`src/rtl/uart_pkg.sv`:
```
// rtl/uart_pkg.sv - shared constants and parity helper for the UART receive path
package uart_pkg;

  // Parity modes
  localparam int PAR_NONE = 0;
  localparam int PAR_EVEN = 1;
  localparam int PAR_ODD  = 2;

  // Receiver FSM state encoding
  localparam logic [2:0] ST_IDLE   = 3'd0;
  localparam logic [2:0] ST_START  = 3'd1;
  localparam logic [2:0] ST_DATA   = 3'd2;
  localparam logic [2:0] ST_PARITY = 3'd3;
  localparam logic [2:0] ST_STOP   = 3'd4;

  // Flag positions above the data field in a FIFO entry: {BE, PE, FE, data}
  localparam int FLAG_FE = 0;
  localparam int FLAG_PE = 1;
  localparam int FLAG_BE = 2;

  // Expected parity bit for up to 9 data bits; unused upper bits must be zero
  function automatic logic parity_calc(input logic [8:0] data, input int mode);
    logic p;
    p = 1'b0;
    if (mode == PAR_EVEN) p = ^data;
    else if (mode == PAR_ODD) p = ~(^data);
    return p;
  endfunction

endpackage

```
`src/rtl/uart_sync_fifo.sv`:
```
// rtl/uart_sync_fifo.sv - show-ahead synchronous FIFO with full/empty/count
module uart_sync_fifo #(
  parameter int WIDTH = 11,
  parameter int DEPTH = 8
) (
  input  logic                           i_clk,
  input  logic                           i_rst_n,
  input  logic                           i_wr_en,
  input  logic [WIDTH-1:0]               i_wr_data,
  input  logic                           i_rd_en,
  output logic [WIDTH-1:0]               o_rd_data,
  output logic                           o_full,
  output logic                           o_empty,
  output logic [$clog2(DEPTH+1)-1:0]     o_count
);

  localparam int AW = $clog2(DEPTH);
  localparam int CW = $clog2(DEPTH+1);

  logic [WIDTH-1:0] r_mem [DEPTH];
  logic [AW-1:0]    r_wr_ptr;
  logic [AW-1:0]    r_rd_ptr;
  logic [CW-1:0]    r_count;
  logic [WIDTH-1:0] r_hold;
  logic             w_rd;
  logic             w_wr;

  assign o_full  = (r_count == CW'(DEPTH));
  assign o_empty = (r_count == '0);
  assign o_count = r_count;

  // A pop on an empty FIFO is ignored; a push into a full FIFO only lands if a pop frees a slot
  assign w_rd = i_rd_en & ~o_empty;
  assign w_wr = i_wr_en & (~o_full | w_rd);

  // While empty, keep presenting the last entry that was popped
  assign o_rd_data = o_empty ? r_hold : r_mem[r_rd_ptr];

  // Storage array, written at the tail pointer
  always_ff @(posedge i_clk) begin
    if (w_wr) r_mem[r_wr_ptr] <= i_wr_data;
  end

  // Pointers, occupancy and the held head value
  always_ff @(posedge i_clk or negedge i_rst_n) begin
    if (!i_rst_n) begin
      r_wr_ptr <= '0;
      r_rd_ptr <= '0;
      r_count  <= '0;
      r_hold   <= '0;
    end else begin
      if (w_wr) r_wr_ptr <= r_wr_ptr + 1'b1;
      if (w_rd) begin
        r_rd_ptr <= r_rd_ptr + 1'b1;
        r_hold   <= r_mem[r_rd_ptr];
      end
      case ({w_wr, w_rd})
        2'b10:   r_count <= r_count + 1'b1;
        2'b01:   r_count <= r_count - 1'b1;
        default: r_count <= r_count;
      endcase
    end
  end

endmodule

```
`src/rtl/uart_rx_fifo.sv`:
```
// rtl/uart_rx_fifo.sv - oversampling UART receiver feeding a show-ahead receive FIFO
module uart_rx_fifo
  import uart_pkg::*;
#(
  parameter int DATA_BITS   = 8,
  parameter int PARITY_MODE = 2,
  parameter int STOP_BITS   = 1,
  parameter int OVERSAMPLE  = 16,
  parameter int FIFO_DEPTH  = 8
) (
  input  logic                              UART_clk,
  input  logic                              rst_n,
  input  logic                              rx,
  input  logic                              rd_en,
  input  logic                              clr_oe,
  output logic [DATA_BITS+2:0]              rd_data,
  output logic                              rd_valid,
  output logic [$clog2(FIFO_DEPTH+1)-1:0]   fifo_count,
  output logic                              rx_done_tick,
  output logic                              OE,
  output logic                              rx_busy
);

  localparam int              TW        = $clog2(OVERSAMPLE);
  localparam int              EW        = DATA_BITS + 3;
  localparam logic [TW-1:0]   T_MID     = TW'(OVERSAMPLE/2 - 1);
  localparam logic [TW-1:0]   T_END     = TW'(OVERSAMPLE - 1);
  localparam logic [3:0]      BIT_LAST  = 4'(DATA_BITS - 1);
  localparam logic            STOP_LAST = 1'(STOP_BITS - 1);

  logic                 r_sync1;
  logic                 r_rx_s;
  logic                 r_rx_prev;
  logic [2:0]           r_state;
  logic [TW-1:0]        r_cnt;
  logic [3:0]           r_bit_idx;
  logic                 r_stop_idx;
  logic [DATA_BITS-1:0] r_shift;
  logic                 r_par_bit;
  logic                 r_fe;
  logic                 r_done_tick;
  logic                 r_oe;

  logic                 w_fall;
  logic                 w_end;
  logic                 w_done;
  logic                 w_fe;
  logic                 w_pe;
  logic                 w_be;
  logic [8:0]           w_par_in;
  logic [EW-1:0]        w_entry;
  logic                 w_full;
  logic                 w_empty;
  logic                 w_ovr;

  assign w_fall = r_rx_prev & ~r_rx_s;
  assign w_end  = (r_cnt == T_END);
  assign w_done = (r_state == ST_STOP) && w_end && (r_stop_idx == STOP_LAST);

  // Two-flop synchroniser plus one history flop for falling-edge detection
  always_ff @(posedge UART_clk or negedge rst_n) begin
    if (!rst_n) begin
      r_sync1   <= 1'b1;
      r_rx_s    <= 1'b1;
      r_rx_prev <= 1'b1;
    end else begin
      r_sync1   <= rx;
      r_rx_s    <= r_sync1;
      r_rx_prev <= r_rx_s;
    end
  end

  // Frame FSM: start validation at half a bit, then one sample per bit centre
  always_ff @(posedge UART_clk or negedge rst_n) begin
    if (!rst_n) begin
      r_state    <= ST_IDLE;
      r_cnt      <= '0;
      r_bit_idx  <= '0;
      r_stop_idx <= 1'b0;
      r_shift    <= '0;
      r_par_bit  <= 1'b0;
      r_fe       <= 1'b0;
    end else begin
      case (r_state)
        ST_IDLE: begin
          if (w_fall) begin
            r_state <= ST_START;
            r_cnt   <= '0;
          end
        end
        ST_START: begin
          if (r_cnt == T_MID) begin
            r_cnt <= '0;
            if (r_rx_s) begin
              r_state <= ST_IDLE;
            end else begin
              r_state    <= ST_DATA;
              r_bit_idx  <= '0;
              r_stop_idx <= 1'b0;
              r_par_bit  <= 1'b0;
              r_fe       <= 1'b0;
            end
          end else begin
            r_cnt <= r_cnt + 1'b1;
          end
        end
        ST_DATA: begin
          r_cnt <= r_cnt + 1'b1;
          if (w_end) begin
            r_shift <= {r_rx_s, r_shift[DATA_BITS-1:1]};
            if (r_bit_idx == BIT_LAST) begin
              r_state <= (PARITY_MODE != PAR_NONE) ? ST_PARITY : ST_STOP;
            end else begin
              r_bit_idx <= r_bit_idx + 1'b1;
            end
          end
        end
        ST_PARITY: begin
          r_cnt <= r_cnt + 1'b1;
          if (w_end) begin
            r_par_bit <= r_rx_s;
            r_state   <= ST_STOP;
          end
        end
        ST_STOP: begin
          r_cnt <= r_cnt + 1'b1;
          if (w_end) begin
            if (!r_rx_s) r_fe <= 1'b1;
            if (r_stop_idx == STOP_LAST) r_state <= ST_IDLE;
            else r_stop_idx <= r_stop_idx + 1'b1;
          end
        end
        default: r_state <= ST_IDLE;
      endcase
    end
  end

  // Assemble the completed entry; the final stop sample is folded in combinationally
  always_comb begin
    w_par_in                   = '0;
    w_par_in[DATA_BITS-1:0]    = r_shift;
    w_fe                       = r_fe | ~r_rx_s;
    w_pe                       = (PARITY_MODE != PAR_NONE) &&
                                 (r_par_bit != parity_calc(w_par_in, PARITY_MODE));
    w_be                       = (r_shift == '0) && w_fe &&
                                 ((PARITY_MODE == PAR_NONE) || !r_par_bit);
    w_entry                    = '0;
    w_entry[DATA_BITS-1:0]     = r_shift;
    w_entry[DATA_BITS+FLAG_FE] = w_fe;
    w_entry[DATA_BITS+FLAG_PE] = w_pe;
    w_entry[DATA_BITS+FLAG_BE] = w_be;
  end

  // A frame is lost only if the FIFO is full and nothing is popped that cycle
  assign w_ovr = w_done & w_full & ~rd_en;

  // Completion pulse and sticky overrun (set has priority over clear)
  always_ff @(posedge UART_clk or negedge rst_n) begin
    if (!rst_n) begin
      r_done_tick <= 1'b0;
      r_oe        <= 1'b0;
    end else begin
      r_done_tick <= w_done;
      if (w_ovr) r_oe <= 1'b1;
      else if (clr_oe) r_oe <= 1'b0;
    end
  end

  uart_sync_fifo #(
    .WIDTH (EW),
    .DEPTH (FIFO_DEPTH)
  ) u_fifo (
    .i_clk     (UART_clk),
    .i_rst_n   (rst_n),
    .i_wr_en   (w_done),
    .i_wr_data (w_entry),
    .i_rd_en   (rd_en),
    .o_rd_data (rd_data),
    .o_full    (w_full),
    .o_empty   (w_empty),
    .o_count   (fifo_count)
  );

  assign rd_valid     = ~w_empty;
  assign rx_done_tick = r_done_tick;
  assign OE           = r_oe;
  assign rx_busy      = (r_state != ST_IDLE);

endmodule

```
`config.mk`:
```
export PLATFORM = sky130hd
export DESIGN_NAME = uart_rx_fifo
export DESIGN_NICKNAME = d
export VERILOG_FILES = /design/src/rtl/uart_pkg.sv /design/src/rtl/uart_sync_fifo.sv /design/src/rtl/uart_rx_fifo.sv
export SDC_FILE = /design/constraint.sdc
export NUM_CORES = 1
export LEC_CHECK = 0
export ABC_AREA = 1
export BUFFER_PORTS_ARGS = -buffer_cell sky130_fd_sc_hd__clkbuf_2
export CAP_MARGIN = 20
export CORE_AREA = 5 5 106 108
export CTS_CLUSTER_DIAMETER = 80
export DETAILED_ROUTE_END_ITERATION = 8
export DIE_AREA = 0 0 111 113
export HOLD_SLACK_MARGIN = 0.05
export PLACE_DENSITY = 0.75
export SYNTH_ARGS = -nofsm -noshare
export SYNTH_HDL_FRONTEND = slang
export SYNTH_SLANG_ARGS = --single-unit
export TNS_END_PERCENT = 30
```
`constraint.sdc`:
```
create_clock -name UART_clk -period 6.14 [get_ports UART_clk]
set_input_delay 0.614 -clock UART_clk [delete_from_list [all_inputs] [get_ports UART_clk]]
set_output_delay 0.614 -clock UART_clk [all_outputs]
set_load 0.02 [all_outputs]
```
==> summary.md, run 1 <==
| Metric | Value |
|---|---|
| Status | `finished clean` |
| Maximum vdd ir drop | `0.0002344 V` |
| Num CTS Buffers | `17` |
| Syn nets | `553` |
| Routed length per instance | `16.33 µm` |
| Min-Delay Path Depth | `1` |
| Reg area | `3822 µm²` |
| Min-Delay Endpoint | `r_sync1` |
| TNS Setup | `0 ns` |
| Total track usage | `0.1981` |
| Sequential fraction of the synthesis area | `0.6593` |
| Largest net degree at the start of global routing | `48` |
| Critical path peak fanout | `45` |
| Post_cts resized | `0` |
| Max-Slew Margin vs Limit | `0.3504` |
| CORE AREA | `10140 µm²` |
| Placed cell count | `688` |
| Clock Skews | `0.006783 ns` |
| Overflow after GRT | `0` |
| Worst-Skew Late Latency | `0.51 ns` |
| Initial antenna violation count | `0` |
| Avg Cell Area, Syn | `10.76 µm²` |
| Synth warnings | `0` |
| Detail Placement HPWL | `7148 µm` |
| Fin area | `6629 µm²` |
| Crit path arrival time | `2.44 ns` |
| Min-delay worst type | `in2reg` |
| Worst setup SP type | `flip-flop` |
| Final Cycle Share | `0.4967` |
| Htree depth | `4` |
| Global-route wire length before repair | `19320 µm` |
| Synth unique cells | `35` |
| Final nets | `585` |
| Synth Cell Area | `5798 µm²` |
| Max Freq | `0.3279 GHz` |
| Ports | `24` |
| Pwr Total | `3.199 mW` |
| Die span in x | `111 µm` |
| Worst Setup Slack, final | `3.090 ns` |
| Die height | `113 µm` |
| Number of vias per cell | `5.504` |
| Final slew viol count | `0` |
| R2r setup slk | `4.01 ns` |
| Post-Synthesis Cells | `539` |
| Initial Util | `0.5719` |
| GPL Wtd Cong | `0.7808` |
| Unrepaired setup endpoints after global routing | `no` |
| Setup violators final | `0` |
| Maximum clock insertion buffer count | `2` |
| Main area contributors after synthesis | `edfxtp_1 (46%), dfrtp_1 (19%), o21ai_0 (8.7%)` |
| Multi-input combinational cell area | `1725 µm²` |
| CTS Root Cell | `clkbuf_8` |
| Hold Vio Cnt, Final | `0` |
| R2R Path End | `u_fifo.r_mem[4][9]` |
| DRC | `0` |
| Area share of the largest cell type after synthesis | `0.4558` |
| Clk slew on worst S/H paths | `0.06 ns` |
| Hold_sp | `rx` |
| Crit path capture type | `primary output` |
| WS Path Type | `reg2out` |
| Vias | `3963` |
| Hold_buf cts | `0` |
| Path depth of the worst reg2reg path | `5` |
| Hold Worst Slack | `0.1837 ns` |
| #FFs+latches synth | `135` |
| PD cells | `482.5 nW/µm²` |
| Lkg Pwr | `2.557 nW` |
| Worst Max-Slew Pin Slew | `0.9670 ns` |
| IO Port Bufs | `23` |
| Synth-to-Final Area Change | `14.33%` |
| R2r startpoint | `r_shift[6]` |
| Post-CTS Setup Inserts | `0` |
| # rows | `37` |
| Clock sink count | `135` |
| Vias in the first global route | `3845` |
| Worst Path Required | `5.53 ns` |
| DR pass1 iterations | `6` |
| ANT cells | `0` |
| Maxcap violations | `0` |
| Place WS | `3.682 ns` |
| Fillcell total | `728` |
| Starting DRT DRC Count | `338` |
| CTS tree | `yes` |
| Placed instance area | `6052 µm²` |
| Post-route ant nets | `0` |
| Finished Layout Cells | `720` |
| DIE AREA | `12540 µm²` |
| Final core utilization | `0.6538` |
| Final wirelength | `11760 µm` |
| Final min period | `3.050 ns` |
| Cell taking the most area after synthesis | `edfxtp_1` |
| Share of post-route cells with drive strength above 1 | `0.1370` |
cell usage after synthesis (all sizes together):
master    n
xnor2     5
edfxtp   88
nor2     85
o21a      1
nand2    90
clkinv    1
a21oi     5
o21ai   106
xor2      5
clkbuf    8
o31ai     2
a22oi     1
nand4     1
dfrtp    44
inv      35
nand3     9
a31oi     1
a22o      1
o211ai   12
dfstp     3
ha        9
buf      13
or2       1
o22ai     2
nor3     11
metal layers:
layer / up-vias / GRT usage / routed length [µm]
met5: - / 0 / 0
met4: 0 / 0.05419 / 134
met3: 15 / 0.04866 / 776
met2: 125 / 0.3426 / 6015
met1: 1899 / 0.2514 / 4833
li1: 1924 / - / -
worst max path at each step:
stage | slack, ns | startpoint | cells after the start | end
final | 3.09 | u_fifo.r_rd_ptr[0] | 6 | rd_data[6]
after global routing | 2.95 | u_fifo.r_rd_ptr[0] | 6 | rd_data[5]
after global placement | 3.76 | u_fifo.r_rd_ptr[0] | 6 | rd_data[5]
after floorplan | 3.77 | r_cnt[0] | 6 | u_fifo.r_mem[0][0]
after CTS | 3.08 | u_fifo.r_rd_ptr[0] | 6 | rd_data[6]
after detailed placement | 3.68 | u_fifo.r_rd_ptr[0] | 6 | rd_data[5]
report_power, final:
part           switching [mW]  internal, mW  leakage, nW  total (mW)
clock network           0.366         0.613        0.271       0.979
registers               0.111          1.09         1.35        1.20
logic                   0.698         0.322        0.936        1.02
cell usage in the layout (no fill, tap or decap), types with 3 or more instances in the layout:
master      count
nor2_2          3
xor2_1          5
clkinv_4        3
dfrtp_1        44
nor3_1         11
edfxtp_1       88
ha_1            9
o21ai_0       101
clkinvlp_4      3
o21ai_1         5
nand2_1        83
dfstp_2         3
clkbuf_16      16
clkinv_1        4
xnor2_1         5
buf_4          11
nand2_2         5
o211ai_1       12
a21oi_1         5
inv_1          33
bufinv_16       3
clkbuf_2       23
nand3_1         7
nor2_1         81
worst max-delay path, cell delays in order (launching register included):
cell	delay [ns]
dfrtp_1	0.39
inv_2	0.53
o21ai_0	0.28
o211ai_1	0.18
o21ai_0	0.15
o21ai_0	0.19
clkbuf_2	0.20
flip-flops by register name (all words and copies together) (netlist names):
signal           count
u_fifo.r_mem        88
u_fifo.r_hold       11
r_shift              8
r_bit_idx            4
r_cnt                4
u_fifo.o_count       4
r_state              3
u_fifo.r_rd_ptr      3
u_fifo.r_wr_ptr      3
OE                   1
r_fe                 1
r_par_bit            1
r_rx_prev            1
r_rx_s               1
r_sync1              1
rx_done_tick         1
cell type report:
type / count / share of cell area
Sequential cell: 135 / 0.5766
Multi-Input combinational cell: 347 / 0.2603
Clock inverter: 14 / 0.02397
Inverter: 36 / 0.02057
Timing Repair Buffer: 34 / 0.02982
Clock buffer: 18 / 0.06304
Tap cell: 136 / 0.02567
cell families after synthesis:
logic type | share of synthesized area
AO/OA/AOI/OAI | 0.1213
XOR/XNOR | 0.01511
adder cells (fa/ha/maj) | 0.01942
buffers and inverters | 0.04316
flip-flops | 0.6593
AND/OR/NAND/NOR | 0.1418
No activity file was read; power rests on OpenSTA's default activity.
==> run 2, diff against run 1 <==
Clock period 6.14 ns to 3 ns, I/O delays scaled along.
==> summary.md, run 2 (synthesis results as in run 1) <==
| Metric | Value |
|---|---|
| Crit path arrival time | `2.40 ns` |
| Share of post-route cells with drive strength above 1 | `0.1397` |
| Lkg Pwr | `2.593 nW` |
| Vias | `3926` |
| Hold Worst Slack | `0.1767 ns` |
| Routed length per instance | `15.82 µm` |
| Worst Max-Slew Pin Slew | `0.9319 ns` |
| Maxcap violations | `0` |
| Num CTS Buffers | `17` |
| Final nets | `588` |
| Place WS | `0.8276 ns` |
| Global-route wire length before repair | `18900 µm` |
| Initial antenna violation count | `0` |
| Post_cts resized | `0` |
| IO Port Bufs | `23` |
| Commonest non-fill, non-tap cell in the layout | `o21ai_0` |
| Final Cycle Share | `0.8985` |
| Synth-to-Final Area Change | `15.71%` |
| Max reg flops | `88` |
| Number of vias per cell | `5.430` |
| Fillcell total | `704` |
| Regs by FF count | `u_fifo.r_mem (88), u_fifo.r_hold (11), r_shift (8)` |
| Worst setup SP type | `flip-flop` |
| # rows | `37` |
| PD cells | `1001 nW/µm²` |
| DRC | `0` |
| Largest net degree at the start of global routing | `47` |
| Initial Util | `0.5719` |
| Final min period | `2.696 ns` |
| Post-route ant nets | `0` |
| Setup violators final | `0` |
| Vias in the first global route | `3862` |
| Total track usage | `0.1932` |
| Worst-Skew Late Latency | `0.52 ns` |
| WS Path Type | `reg2out` |
| Final slew viol count | `0` |
| Max-Slew Margin vs Limit | `0.3788` |
| Die span in x | `111 µm` |
| Clk slew on worst S/H paths | `0.06 ns` |
| DR pass1 iterations | `5` |
| Starting DRT DRC Count | `337` |
| GPL Wtd Cong | `0.8203` |
| Overflow after GRT | `0` |
| Min-delay worst type | `in2reg` |
| Critical path peak fanout | `45` |
| CORE AREA | `10140 µm²` |
| CTS tree | `yes` |
| Die height | `113 µm` |
| Unrepaired setup endpoints after global routing | `no` |
| Status | `finished clean` |
| Worst Setup Slack, final | `0.3045 ns` |
| TNS Setup | `0 ns` |
| Htree depth | `4` |
| ANT cells | `0` |
| Clock Skews | `0.008125 ns` |
| Most frequent cells in the layout | `o21ai_0 (101), edfxtp_1 (88), nand2_1 (83)` |
| Hold Vio Cnt, Final | `0` |
| Worst Path Required | `2.70 ns` |
| Ports | `24` |
| Pwr Total | `6.713 mW` |
| Clock sink count | `135` |
| Crit path capture type | `primary output` |
| CTS Root Cell | `clkbuf_8` |
| Final wirelength | `11440 µm` |
| Max Freq | `0.3710 GHz` |
| Detail Placement HPWL | `7071 µm` |
| Maximum vdd ir drop | `0.0005505 V` |
| DIE AREA | `12540 µm²` |
| Top reg by flops | `u_fifo.r_mem` |
| Maximum clock insertion buffer count | `2` |
run 2: changes by cell type in the layout (fill, tap and decap cells not counted), sizes merged:
cell         change
bufinv           +2
clkinvlp         -1
clkbuf           +1
clkinv           -2
dlygate4sd3      +3
run 2: layout make-up:
type | count | area (µm²) | area share
Sequential cell | 135 | 3822 | 0.5698
Clock buffer | 19 | 421.7 | 0.06285
Inverter | 36 | 136.4 | 0.02033
Multi-Input combinational cell | 347 | 1725 | 0.2572
Tap cell | 136 | 170.2 | 0.02536
Timing Repair Buffer | 37 | 227.7 | 0.03394
Clock inverter | 13 | 205.2 | 0.03059
run 2: worst max-delay path, cell delays in order (launching register included):
cell and delay (ns):
dfrtp_1 0.39, inv_2 0.52, o21ai_0 0.28, o21ai_0 0.15
o21ai_0 0.13, o21ai_0 0.20, clkbuf_2 0.19
run 2: report_power, final:
part	switching (mW)	total (mW)	internal (mW)	leakage [nW]
Clock	0.741	2.17	1.43	0.299
Sequential	0.222	2.45	2.23	1.35
Combinational	1.43	2.09	0.657	0.948
run 2: repair_timing:
item,4_1_cts,5_1_grt
hold buffers,3,0
setup buffers,0,0
hold endpoints to repair,35,0
run 2: path summary, 6_finish.rpt:
path | slack (ns) | startpoint | endpoint | cells past startpoint
max | 0.30 | u_fifo.r_rd_ptr[0] | rd_data[4] | 6
min | 0.18 | rd_en | u_fifo.r_rd_ptr[1] | 5
max reg2reg | 0.87 | r_cnt[0] | u_fifo.r_mem[2][7] | 7
min reg2reg | 0.36 | r_sync1 | r_rx_s | 0
max in group asynchronous | 1.75 | rst_n | r_sync1 | 3
min in group asynchronous | 0.45 | rst_n | u_fifo.r_hold[10] | 2
run 2: per-stage QoR:
stage | area, µm² | instances | utilization
finish | 6709 | 723 | 0.6617
global route | 6709 | 723 | 0.6617
CTS | 6709 | 723 | 0.6617
detailed placement | 6052 | 688 | 0.5969
global placement | 6052 | 688 | 0.5969
floorplan | 5798 | 539 | -
run 2: metal layers:
metal,GRT usage,up-vias,share of wire
met5,0,-,0
li1,-,1927,-
met1,0.2325,1858,0.41
met3,0.05615,16,0.066
met2,0.3378,125,0.51
met4,0.06076,0,0.015
